$ cat src/rtl/alu_pkg.sv
// Shared definitions for the ALU share arbiter: opcodes, FSM encoding, width default.
package alu_pkg;

  localparam int DATA_W_DEF = 32;

  localparam logic [2:0] ALU_AND = 3'b000;
  localparam logic [2:0] ALU_OR  = 3'b001;
  localparam logic [2:0] ALU_ADD = 3'b010;
  localparam logic [2:0] ALU_SUB = 3'b100;
  localparam logic [2:0] ALU_MUL = 3'b101;
  localparam logic [2:0] ALU_SLT = 3'b110;

  typedef enum logic [1:0] {
    ST_IDLE  = 2'd0,
    ST_ISSUE = 2'd1,
    ST_RESP  = 2'd2
  } state_t;

  // 011 and 111 have no ALU function assigned.
  function automatic logic op_is_illegal(input logic [2:0] op);
    return (op == 3'b011) || (op == 3'b111);
  endfunction

endpackage

$ cat src/rtl/alu_share_arbiter_if.sv
// Request/response bundle between NUM_REQ requesters and the arbiter.
// rsp_err exists only when ALU_ARB_OPCHECK_EN is defined.
interface alu_share_arbiter_if
  import alu_pkg::*;
#(
  parameter int NUM_REQ = 2,
  parameter int DATA_W  = DATA_W_DEF
);
  // A transfer happens on a rising edge where valid and ready of the same
  // index are both high; valid may not depend on ready.
  logic [NUM_REQ-1:0]        req_valid;
  logic [NUM_REQ-1:0]        req_ready;
  logic [NUM_REQ*DATA_W-1:0] req_a;
  logic [NUM_REQ*DATA_W-1:0] req_b;
  logic [NUM_REQ*3-1:0]      req_op;
  logic [NUM_REQ-1:0]        rsp_valid;
  logic [NUM_REQ-1:0]        rsp_ready;
  logic [DATA_W-1:0]         rsp_result;
  logic                      rsp_zero;
`ifdef ALU_ARB_OPCHECK_EN
  logic                      rsp_err;

  modport slave (
    input  req_valid, req_a, req_b, req_op, rsp_ready,
    output req_ready, rsp_valid, rsp_result, rsp_zero, rsp_err
  );
  modport master (
    output req_valid, req_a, req_b, req_op, rsp_ready,
    input  req_ready, rsp_valid, rsp_result, rsp_zero, rsp_err
  );
`else
  modport slave (
    input  req_valid, req_a, req_b, req_op, rsp_ready,
    output req_ready, rsp_valid, rsp_result, rsp_zero
  );
  modport master (
    output req_valid, req_a, req_b, req_op, rsp_ready,
    input  req_ready, rsp_valid, rsp_result, rsp_zero
  );
`endif

endinterface

$ cat src/rtl/alu_share_arbiter_rr_grant.sv
// Round-robin priority picker: first set request at or above ptr, wrapping.
module rr_grant #(
  parameter int N     = 2,
  parameter int PTR_W = $clog2(N)
) (
  input  logic [N-1:0]     req_i,
  input  logic [PTR_W-1:0] ptr_i,
  output logic [N-1:0]     grant_o,
  output logic [PTR_W-1:0] idx_o,
  output logic             any_o
);

  logic [N-1:0] lo_mask;
  logic [N-1:0] req_hi;
  logic [N-1:0] pick_hi;
  logic [N-1:0] pick_all;

  // Requests at or above the pointer win; otherwise wrap to the lowest one.
  assign lo_mask  = (N'(1) << ptr_i) - N'(1);
  assign req_hi   = req_i & ~lo_mask;
  assign pick_hi  = req_hi & (~req_hi + N'(1));
  assign pick_all = req_i & (~req_i + N'(1));
  assign grant_o  = (|req_hi) ? pick_hi : pick_all;
  assign any_o    = |req_i;

  always_comb begin
    idx_o = '0;
    for (int i = 0; i < N; i++) begin
      if (grant_o[i[PTR_W-1:0]]) idx_o = i[PTR_W-1:0];
    end
  end

endmodule

$ cat src/rtl/alu_share_arbiter.sv
// Shares one combinational ALU among NUM_REQ requesters: IDLE -> ISSUE -> RESP.
// Optional ALU_ARB_OPCHECK_EN suppresses illegal opcodes and raises rsp_err.
module alu_share_arbiter
  import alu_pkg::*;
#(
  parameter int NUM_REQ = 2,
  parameter int DATA_W  = DATA_W_DEF
) (
  input  logic                clk,
  input  logic                rst_n,
  alu_share_arbiter_if.slave  bus,
  output logic [DATA_W-1:0]   alu_src_a,
  output logic [DATA_W-1:0]   alu_src_b,
  output logic [2:0]          alu_control,
  input  logic [DATA_W-1:0]   alu_result,
  input  logic                alu_zero,
  output state_t              dbg_state_o
);

  localparam int PTR_W = $clog2(NUM_REQ);

  state_t             state_q, state_d;
  logic [PTR_W-1:0]   rr_ptr_q, rr_ptr_d;
  logic [PTR_W-1:0]   owner_q, owner_d;
  logic [DATA_W-1:0]  alu_a_q, alu_a_d;
  logic [DATA_W-1:0]  alu_b_q, alu_b_d;
  logic [2:0]         alu_ctl_q, alu_ctl_d;
  logic [NUM_REQ-1:0] rsp_valid_q, rsp_valid_d;
  logic [DATA_W-1:0]  rsp_result_q, rsp_result_d;
  logic               rsp_zero_q, rsp_zero_d;
`ifdef ALU_ARB_OPCHECK_EN
  logic               illegal_q, illegal_d;
  logic               rsp_err_q, rsp_err_d;
`endif

  logic [NUM_REQ-1:0] grant;
  logic [PTR_W-1:0]   grant_idx;
  logic               grant_any;
  logic [DATA_W-1:0]  a_sel;
  logic [DATA_W-1:0]  b_sel;
  logic [2:0]         op_sel;

  rr_grant #(.N(NUM_REQ), .PTR_W(PTR_W)) u_rr_grant (
    .req_i   (bus.req_valid),
    .ptr_i   (rr_ptr_q),
    .grant_o (grant),
    .idx_o   (grant_idx),
    .any_o   (grant_any)
  );

  assign a_sel  = bus.req_a[grant_idx*DATA_W +: DATA_W];
  assign b_sel  = bus.req_b[grant_idx*DATA_W +: DATA_W];
  assign op_sel = bus.req_op[grant_idx*3 +: 3];

  always_comb begin
    state_d       = state_q;
    rr_ptr_d      = rr_ptr_q;
    owner_d       = owner_q;
    alu_a_d       = alu_a_q;
    alu_b_d       = alu_b_q;
    alu_ctl_d     = alu_ctl_q;
    rsp_valid_d   = rsp_valid_q;
    rsp_result_d  = rsp_result_q;
    rsp_zero_d    = rsp_zero_q;
`ifdef ALU_ARB_OPCHECK_EN
    illegal_d     = illegal_q;
    rsp_err_d     = rsp_err_q;
`endif
    bus.req_ready = '0;
    case (state_q)
      ST_IDLE: begin
        // Ready is the grant itself, so a grant is always a handshake.
        bus.req_ready = grant;
        if (grant_any) begin
          owner_d  = grant_idx;
          rr_ptr_d = (grant_idx == PTR_W'(NUM_REQ - 1)) ? '0 : grant_idx + 1'b1;
          state_d  = ST_ISSUE;
`ifdef ALU_ARB_OPCHECK_EN
          illegal_d = op_is_illegal(op_sel);
          if (!op_is_illegal(op_sel)) begin
            alu_a_d   = a_sel;
            alu_b_d   = b_sel;
            alu_ctl_d = op_sel;
          end
`else
          alu_a_d   = a_sel;
          alu_b_d   = b_sel;
          alu_ctl_d = op_sel;
`endif
        end
      end
      ST_ISSUE: begin
        state_d              = ST_RESP;
        rsp_valid_d          = '0;
        rsp_valid_d[owner_q] = 1'b1;
`ifdef ALU_ARB_OPCHECK_EN
        if (illegal_q) begin
          rsp_result_d = '0;
          rsp_zero_d   = 1'b0;
          rsp_err_d    = 1'b1;
        end else begin
          rsp_result_d = alu_result;
          rsp_zero_d   = alu_zero;
          rsp_err_d    = 1'b0;
        end
`else
        rsp_result_d = alu_result;
        rsp_zero_d   = alu_zero;
`endif
      end
      ST_RESP: begin
        if (bus.rsp_ready[owner_q]) begin
          rsp_valid_d = '0;
          state_d     = ST_IDLE;
        end
      end
      default: state_d = ST_IDLE;
    endcase
  end

  always_ff @(posedge clk or negedge rst_n) begin
    if (!rst_n) begin
      state_q      <= ST_IDLE;
      rr_ptr_q     <= '0;
      owner_q      <= '0;
      alu_a_q      <= '0;
      alu_b_q      <= '0;
      alu_ctl_q    <= 3'b000;
      rsp_valid_q  <= '0;
      rsp_result_q <= '0;
      rsp_zero_q   <= 1'b0;
`ifdef ALU_ARB_OPCHECK_EN
      illegal_q    <= 1'b0;
      rsp_err_q    <= 1'b0;
`endif
    end else begin
      state_q      <= state_d;
      rr_ptr_q     <= rr_ptr_d;
      owner_q      <= owner_d;
      alu_a_q      <= alu_a_d;
      alu_b_q      <= alu_b_d;
      alu_ctl_q    <= alu_ctl_d;
      rsp_valid_q  <= rsp_valid_d;
      rsp_result_q <= rsp_result_d;
      rsp_zero_q   <= rsp_zero_d;
`ifdef ALU_ARB_OPCHECK_EN
      illegal_q    <= illegal_d;
      rsp_err_q    <= rsp_err_d;
`endif
    end
  end

  assign alu_src_a      = alu_a_q;
  assign alu_src_b      = alu_b_q;
  assign alu_control    = alu_ctl_q;
  assign bus.rsp_valid  = rsp_valid_q;
  assign bus.rsp_result = rsp_result_q;
  assign bus.rsp_zero   = rsp_zero_q;
`ifdef ALU_ARB_OPCHECK_EN
  assign bus.rsp_err    = rsp_err_q;
`endif
  assign dbg_state_o    = state_q;

endmodule

$ cat src/flat_wrapper.sv
// flat-port wrapper written by rule: the top's interface ports become plain ports
module alu_share_arbiter_flat import alu_pkg::*;
#(
  parameter int NUM_REQ = 2,
  parameter int DATA_W  = DATA_W_DEF
)
  (clk, rst_n, alu_src_a, alu_src_b, alu_control, alu_result, alu_zero, dbg_state_o, bus_req_valid, bus_req_a, bus_req_b, bus_req_op, bus_rsp_ready, bus_req_ready, bus_rsp_valid, bus_rsp_result, bus_rsp_zero);
  alu_share_arbiter_if #(.NUM_REQ(NUM_REQ), .DATA_W(DATA_W)) bus_i ();
  input  logic clk;
  input  logic rst_n;
  output logic [DATA_W-1:0] alu_src_a;
  output logic [DATA_W-1:0] alu_src_b;
  output logic [2:0] alu_control;
  input  logic [DATA_W-1:0] alu_result;
  input  logic alu_zero;
  output state_t dbg_state_o;
  input wire logic [$bits(bus_i.req_valid)-1:0] bus_req_valid;
  input wire logic [$bits(bus_i.req_a)-1:0] bus_req_a;
  input wire logic [$bits(bus_i.req_b)-1:0] bus_req_b;
  input wire logic [$bits(bus_i.req_op)-1:0] bus_req_op;
  input wire logic [$bits(bus_i.rsp_ready)-1:0] bus_rsp_ready;
  output wire logic [$bits(bus_i.req_ready)-1:0] bus_req_ready;
  output wire logic [$bits(bus_i.rsp_valid)-1:0] bus_rsp_valid;
  output wire logic [$bits(bus_i.rsp_result)-1:0] bus_rsp_result;
  output wire logic [$bits(bus_i.rsp_zero)-1:0] bus_rsp_zero;
  assign bus_i.req_valid = bus_req_valid;
  assign bus_i.req_a = bus_req_a;
  assign bus_i.req_b = bus_req_b;
  assign bus_i.req_op = bus_req_op;
  assign bus_i.rsp_ready = bus_rsp_ready;
  assign bus_req_ready = bus_i.req_ready;
  assign bus_rsp_valid = bus_i.rsp_valid;
  assign bus_rsp_result = bus_i.rsp_result;
  assign bus_rsp_zero = bus_i.rsp_zero;
  alu_share_arbiter #(.NUM_REQ(NUM_REQ), .DATA_W(DATA_W)) u_core (.clk(clk), .rst_n(rst_n), .bus(bus_i), .alu_src_a(alu_src_a), .alu_src_b(alu_src_b), .alu_control(alu_control), .alu_result(alu_result), .alu_zero(alu_zero), .dbg_state_o(dbg_state_o));
endmodule
$ cat config.mk
export PLATFORM = sky130hd
export DESIGN_NAME = alu_share_arbiter_flat
export DESIGN_NICKNAME = d
export VERILOG_FILES = /design/src/rtl/alu_pkg.sv /design/src/rtl/alu_share_arbiter_if.sv /design/src/rtl/alu_share_arbiter_rr_grant.sv /design/src/rtl/alu_share_arbiter.sv /design/src/flat_wrapper.sv
export SDC_FILE = /design/constraint.sdc
export NUM_CORES = 1
export LEC_CHECK = 0
export BUFFER_PORTS_ARGS = -buffer_cell sky130_fd_sc_hd__buf_2
export CAP_MARGIN = 20
export CORE_AREA = 2 2 107 109
export DETAILED_ROUTE_END_ITERATION = 8
export DIE_AREA = 0 0 109 111
export PLACE_DENSITY_LB_ADDON = 0.3
export SKIP_CTS_REPAIR_TIMING = 1
export SLEW_MARGIN = 20
export SYNTH_ARGS = -nofsm -noshare
export SYNTH_HDL_FRONTEND = slang
export SYNTH_SLANG_ARGS = --single-unit
$ cat constraint.sdc
create_clock -name clk -period 2.1 [get_ports clk]
set_input_delay 0 -clock clk [delete_from_list [all_inputs] [get_ports clk]]
set_output_delay 0 -clock clk [all_outputs]
set_load 0.03 [all_outputs]
# After elaboration in Yosys (flattened, before gate mapping)
# Index checks and enable logic that the tools add are counted.
# op_classes
n_mux	12
n_mul	1
n_reduce_logical	8
shifts	4
n_eq_ne	4
div_mod_pow	0
add_sub_neg	4
bitwise_logic	6
n_lt_le_gt_ge	2
# op_table
cell	count
64-bit by 7-bit variable part select with 32-bit output	2
2-bit two-way mux	4
2-bit AND	3
2-bit NOT	3
2-bit one-hot mux with 3 select lines	1
2-bit AND reduction	3
6-bit by 4-bit variable part select with 3-bit output	1
1-bit two-way mux	5
2-bit by 1-bit adder with 2-bit output, second input constant	2
2-bit by 1-bit inequality test with 1-bit output, second input constant	2
2-bit one-hot mux with 2 select lines	1
2-bit OR reduction	2
1-bit by 2-bit multiplier with 3-bit output, second input constant	1
2-bit by 1-bit equality test with 1-bit output, second input constant	1
2-bit equality test, second input constant	1
2-bit logical NOT	1
1-bit by 2-bit < comparator with 1-bit output, second input constant	1
2-bit nonzero test	1
1-bit by 1-bit left shift with 2-bit output, first input constant	1
2-bit subtractor, second input constant	1
1-bit adder, second input constant	1
1-bit demux with 1-bit select	1
1-bit >= comparator, second input constant	1
1-bit logical AND	1
# totals
regBits	106
inputBits	173
ramBits	0
memories	0
latchBits	0
output_inout_bits	106
rom_bits	0

# Depth between registers and ports, before layout
# logic_depth
depth_word	11
mapped_depth	7
ltp_nobuf	4

# Modules after synthesis
# From an unflattened synthesis, not the netlist that was laid out.
# hier_totals
hier_cells	392
area_unflattened_um2	4609.4
# modules_own_cells
module	area_each_um2	seq_area_each_um2	n_inst	cells_each
alu_share_arbiter	4576.9	2652.5	1	387
rr_grant	32.5	0.0	1	5

# Least setup slack after synthesis
# Ideal clock, no wire load.
# synth_timing
path_type	register -> register
startpoint	reg u_core.state_q[1], in the netlist u_core.dbg_state_o[1]
endpoint	reg u_core.alu_ctl_q[0], in the netlist u_core.alu_control[0]
t_arrival_ps	1480
required_time_ps	1974
period_less_slack_ps	1606
setup_ps	126
setup_slack_ps	494
path_stages_with_launch	6
path_buffers	2
path_cell_list	dfrtp_1 -> nor2_4 -> and3_4 -> buf_6 -> buf_6 -> a221o_1
# synth_via
elab_chain_cells	2
# synth_rtl
item	line	text
from (decl)	alu_share_arbiter.sv:22	state_t state_q, state_d;
from (signal assigned)	alu_share_arbiter.sv:137	state_q <= state_d;
2-bit logical NOT	alu_share_arbiter.sv:70	case (state_q)
2-bit AND reduction (no line)	--	
to (signal assigned)	alu_share_arbiter.sv:142	alu_ctl_q <= alu_ctl_d;
to (decl)	alu_share_arbiter.sv:27	logic [2:0] alu_ctl_q, alu_ctl_d;
# Every way passes these cells.
# A chain may end at the register's enable or synchronous reset.

# Worst setup path after layout
# layout_timing
startpoint	reg u_core.state_q[1], in the netlist u_core.dbg_state_o[1]
endpoint	out bus_req_ready[1]
# layout_via
elab_chain_cells	2
# layout_rtl
item	line	text
2-bit logical NOT	alu_share_arbiter.sv:70	
2-bit two-way mux	alu_share_arbiter.sv:70	
to (decl)	flat_wrapper.sv:22	output wire logic [$bits(bus_i.req_ready)-1:0] bus_req_ready;
# Every way passes these cells.

==> metrics <==
status=finished, final reports clean; Yosys reg bits=approximately 110; Cell Area, Synth=4750 sq um; count of final setup violators=0; num ports=279; initial antenna violation count=0; vias in the first global route=4582; met3 Use GR=4.59%; Slew HR=65.4%; layout cell share with drive strength beyond 1=34.6%; HP Start=bus_rsp_ready[0]; layer with the highest usage=met2; Max Slew Vio Count=0; core area=around 11000 sq um; Yosys top cell by area=dfrtp_1; syn_nets=651; clock-pin transition on the worst setup and hold timing paths=0.07 ns; later-pin clock latency in the skew report=about 0.34 ns; register area share after synthesis=55.8%; GR Layer Usage met1=between 30% and 40%; gr usage total=24.2%; root buf cell=clkbuf_16; CP Class=flop to output port; Leak=0.00407 uW; H-tree Lvls=3; met2 Track Usage GR=39.7%; minimum clock period=1.82 ns; Setup WS post-layout=0.283 ns; first-pass GRT wire length=23100 um; total power=11900 uW; hold endpoint=u_core.bus.rsp_valid[0]; Setup WS pre-CTS=roughly 0.42 ns; die extent in x=109 um; Vias/cell=between 5 and 6; CTS tree=built; CTS buffer count=9; PwrDens=1450 nW/um^2; Die H=111 um; Final Hold Viols=0; worst-case reg-to-reg path depth=4; PortBufs=278; data arrival time of the worst path=between 1.5 and 2 ns; final net count=approximately 1100; YS warnings=0; unrepaired setup endpoints after global routing=false; # DRC=0; FILL cells=711; crit path max fanout=37; CP Data Required Time=2.10 ns; Post-DP HPWL=around 10000 um; Least-Margin Pin Slew=0.520 ns; largest cells by area after synthesis=dfrtp_1 (56%), nand2_1 (8.1%), a221o_1 (7.4%); CTS sink cnt=106; Pre-antenna DRT Iters=7; fin crit share=86.5%; post-route ant nets=0; worst hold stages=3; Mapped Avg Cell Area=about 10 sq um; FMAX=550 MHz; maximum number of pins on one net before global-route repair=50; GP Congestion=0.842; Initial Util=between 40% and 50%; gate count of the mapped netlist=around 480; total wire length=between 15000 and 20000 um; Congestion Overflow GR=0; register area=2650 sq um; Hold Path Class=input pin to flop; reg-to-reg endpoint=u_core.alu_src_b[19]; routed wire length per instance=roughly 18 um; Site Rows=39; r2r setup slk=0.34 ns; worst vdd ir=0.000889 V; area growth from synthesis to layout=73.3%; Sum Neg Setup Slack=0 ns; area of the multi-input gates=1830 sq um; Vias=between 5000 and 6000; Yosys top cell area share=between 50% and 60%; critical path endpoint category=output port; # diodes=0; worst r2r src=u_core.dbg_state_o[1]; CTS max path bufs=2; die area=12100 sq um; number of max-cap violations=0; 1st-iter DRT viols=between 400 and 500; Clock Skew=slightly above 0.008 ns; type of origin of the critical path=flop; Netlist cell types=23
-- metrics by stage --
step | hold slack, ns | instance area [sq um] | instances | util [%]
after floorplan | -0.296 | 4750 | 478 | -
after global placement | -0.0678 | 6190 | 863 | 55.9
after detailed placement | -0.0647 | 6190 | 863 | 55.9
after CTS | -0.436 | 6540 | 879 | 59.1
after global routing | 0.0611 | 8240 | 1048 | 74.3
final | 0.0579 | 8240 | 1048 | 74.3
-- cell families after synthesis --
family | synth area share, %
AND/OR/NAND/NOR | 13.3
buffers and inverters | 5.74
flip-flops | 55.8
AO/OA/AOI/OAI | 25.1
-- power breakdown --
| group | internal, uW | switching (uW) | leakage (uW) |
|---|---|---|---|
| clock | 1180 | 789 | 0.000167 |
| combinational | 2100 | 4210 | 0.00263 |
| sequential | 3070 | 595 | 0.00127 |
| total | 6340 | 5590 | 0.00407 |
-- worst max-delay path: stages, from the launching register on --
cell and delay (ns):
dfrtp_1 0.48, nor2_4 0.20, and3_4 0.51, buf_2 0.29
-- final cells by class --
class	instances	area share (%)
well taps	143	2.17
inverters	3	0.137
clock inverters	7	1.50
flip-flops and latches	106	32.2
multi-input cells	321	22.2
clock buffers	9	2.73
repair buffers	459	39.0
-- sequential cells by signal, summed over array words and instances, names as in the netlist --
name	flops
u_core.alu_src_b	32
u_core.bus.rsp_result	32
u_core.bus.rsp_zero	1
u_core.dbg_state_o	2
u_core.bus.rsp_valid	2
u_core.alu_src_a	32
u_core.rr_ptr_q	1
u_core.alu_control	3
u_core.owner_q	1
-- cells in the mapped netlist --
| master | n |
|---|---|
| a21boi_0 | 35 |
| a21oi_1 | 35 |
| and3_4 | 2 |
| a311oi_1 | 1 |
| dfrtp_1 | 106 |
| a21o_1 | 3 |
| inv_2 | 1 |
| o21ai_0 | 33 |
| inv_1 | 2 |
| a31oi_1 | 32 |
| nor2_4 | 1 |
| clkbuf_1 | 25 |
| nand3b_1 | 1 |
| buf_6 | 8 |
| a221o_1 | 35 |
| buf_2 | 14 |
| buf_4 | 1 |
| nand2b_1 | 2 |
| nand3_1 | 32 |
| nand2_1 | 103 |
| a221oi_1 | 1 |
| nor2b_1 | 4 |
| or2_1 | 1 |
-- how the worst max path moves through the flow --
stage,cells past startpoint,end,slack [ns],startpoint
after floorplan,5,u_core.alu_control[0],0.49,u_core.dbg_state_o[1]
after global placement,4,u_core.alu_src_b[25],0.51,u_core.dbg_state_o[1]
after detailed placement,4,u_core.alu_src_b[2],0.42,u_core.dbg_state_o[1]
after CTS,3,bus_req_ready[1],0.28,u_core.dbg_state_o[1]
after global routing,3,bus_req_ready[1],0.18,u_core.dbg_state_o[1]
final,3,bus_req_ready[1],0.28,u_core.dbg_state_o[1]
-- routing by layer --
layer / vias to the layer above / routed length [um]
li1: 2561 / -
met1: 2645 / 6890
met2: 341 / 9280
met3: 65 / 1500
met4: 0 / 707
met5: - / 0
-- layout by cell type (no fill, tap or decap), drive strengths merged, types with 3 or more instances in the layout --
cell / n
nor2b: 4
dlygate4sd3: 169
buf: 290
a21oi: 35
o21ai: 33
nand2: 103
inv: 5
nand3: 32
a221o: 35
bufinv: 3
a21boi: 35
dfrtp: 106
a21o: 3
clkbuf: 9
a31oi: 32
Note: power is estimated with default switching activity, not from simulation.
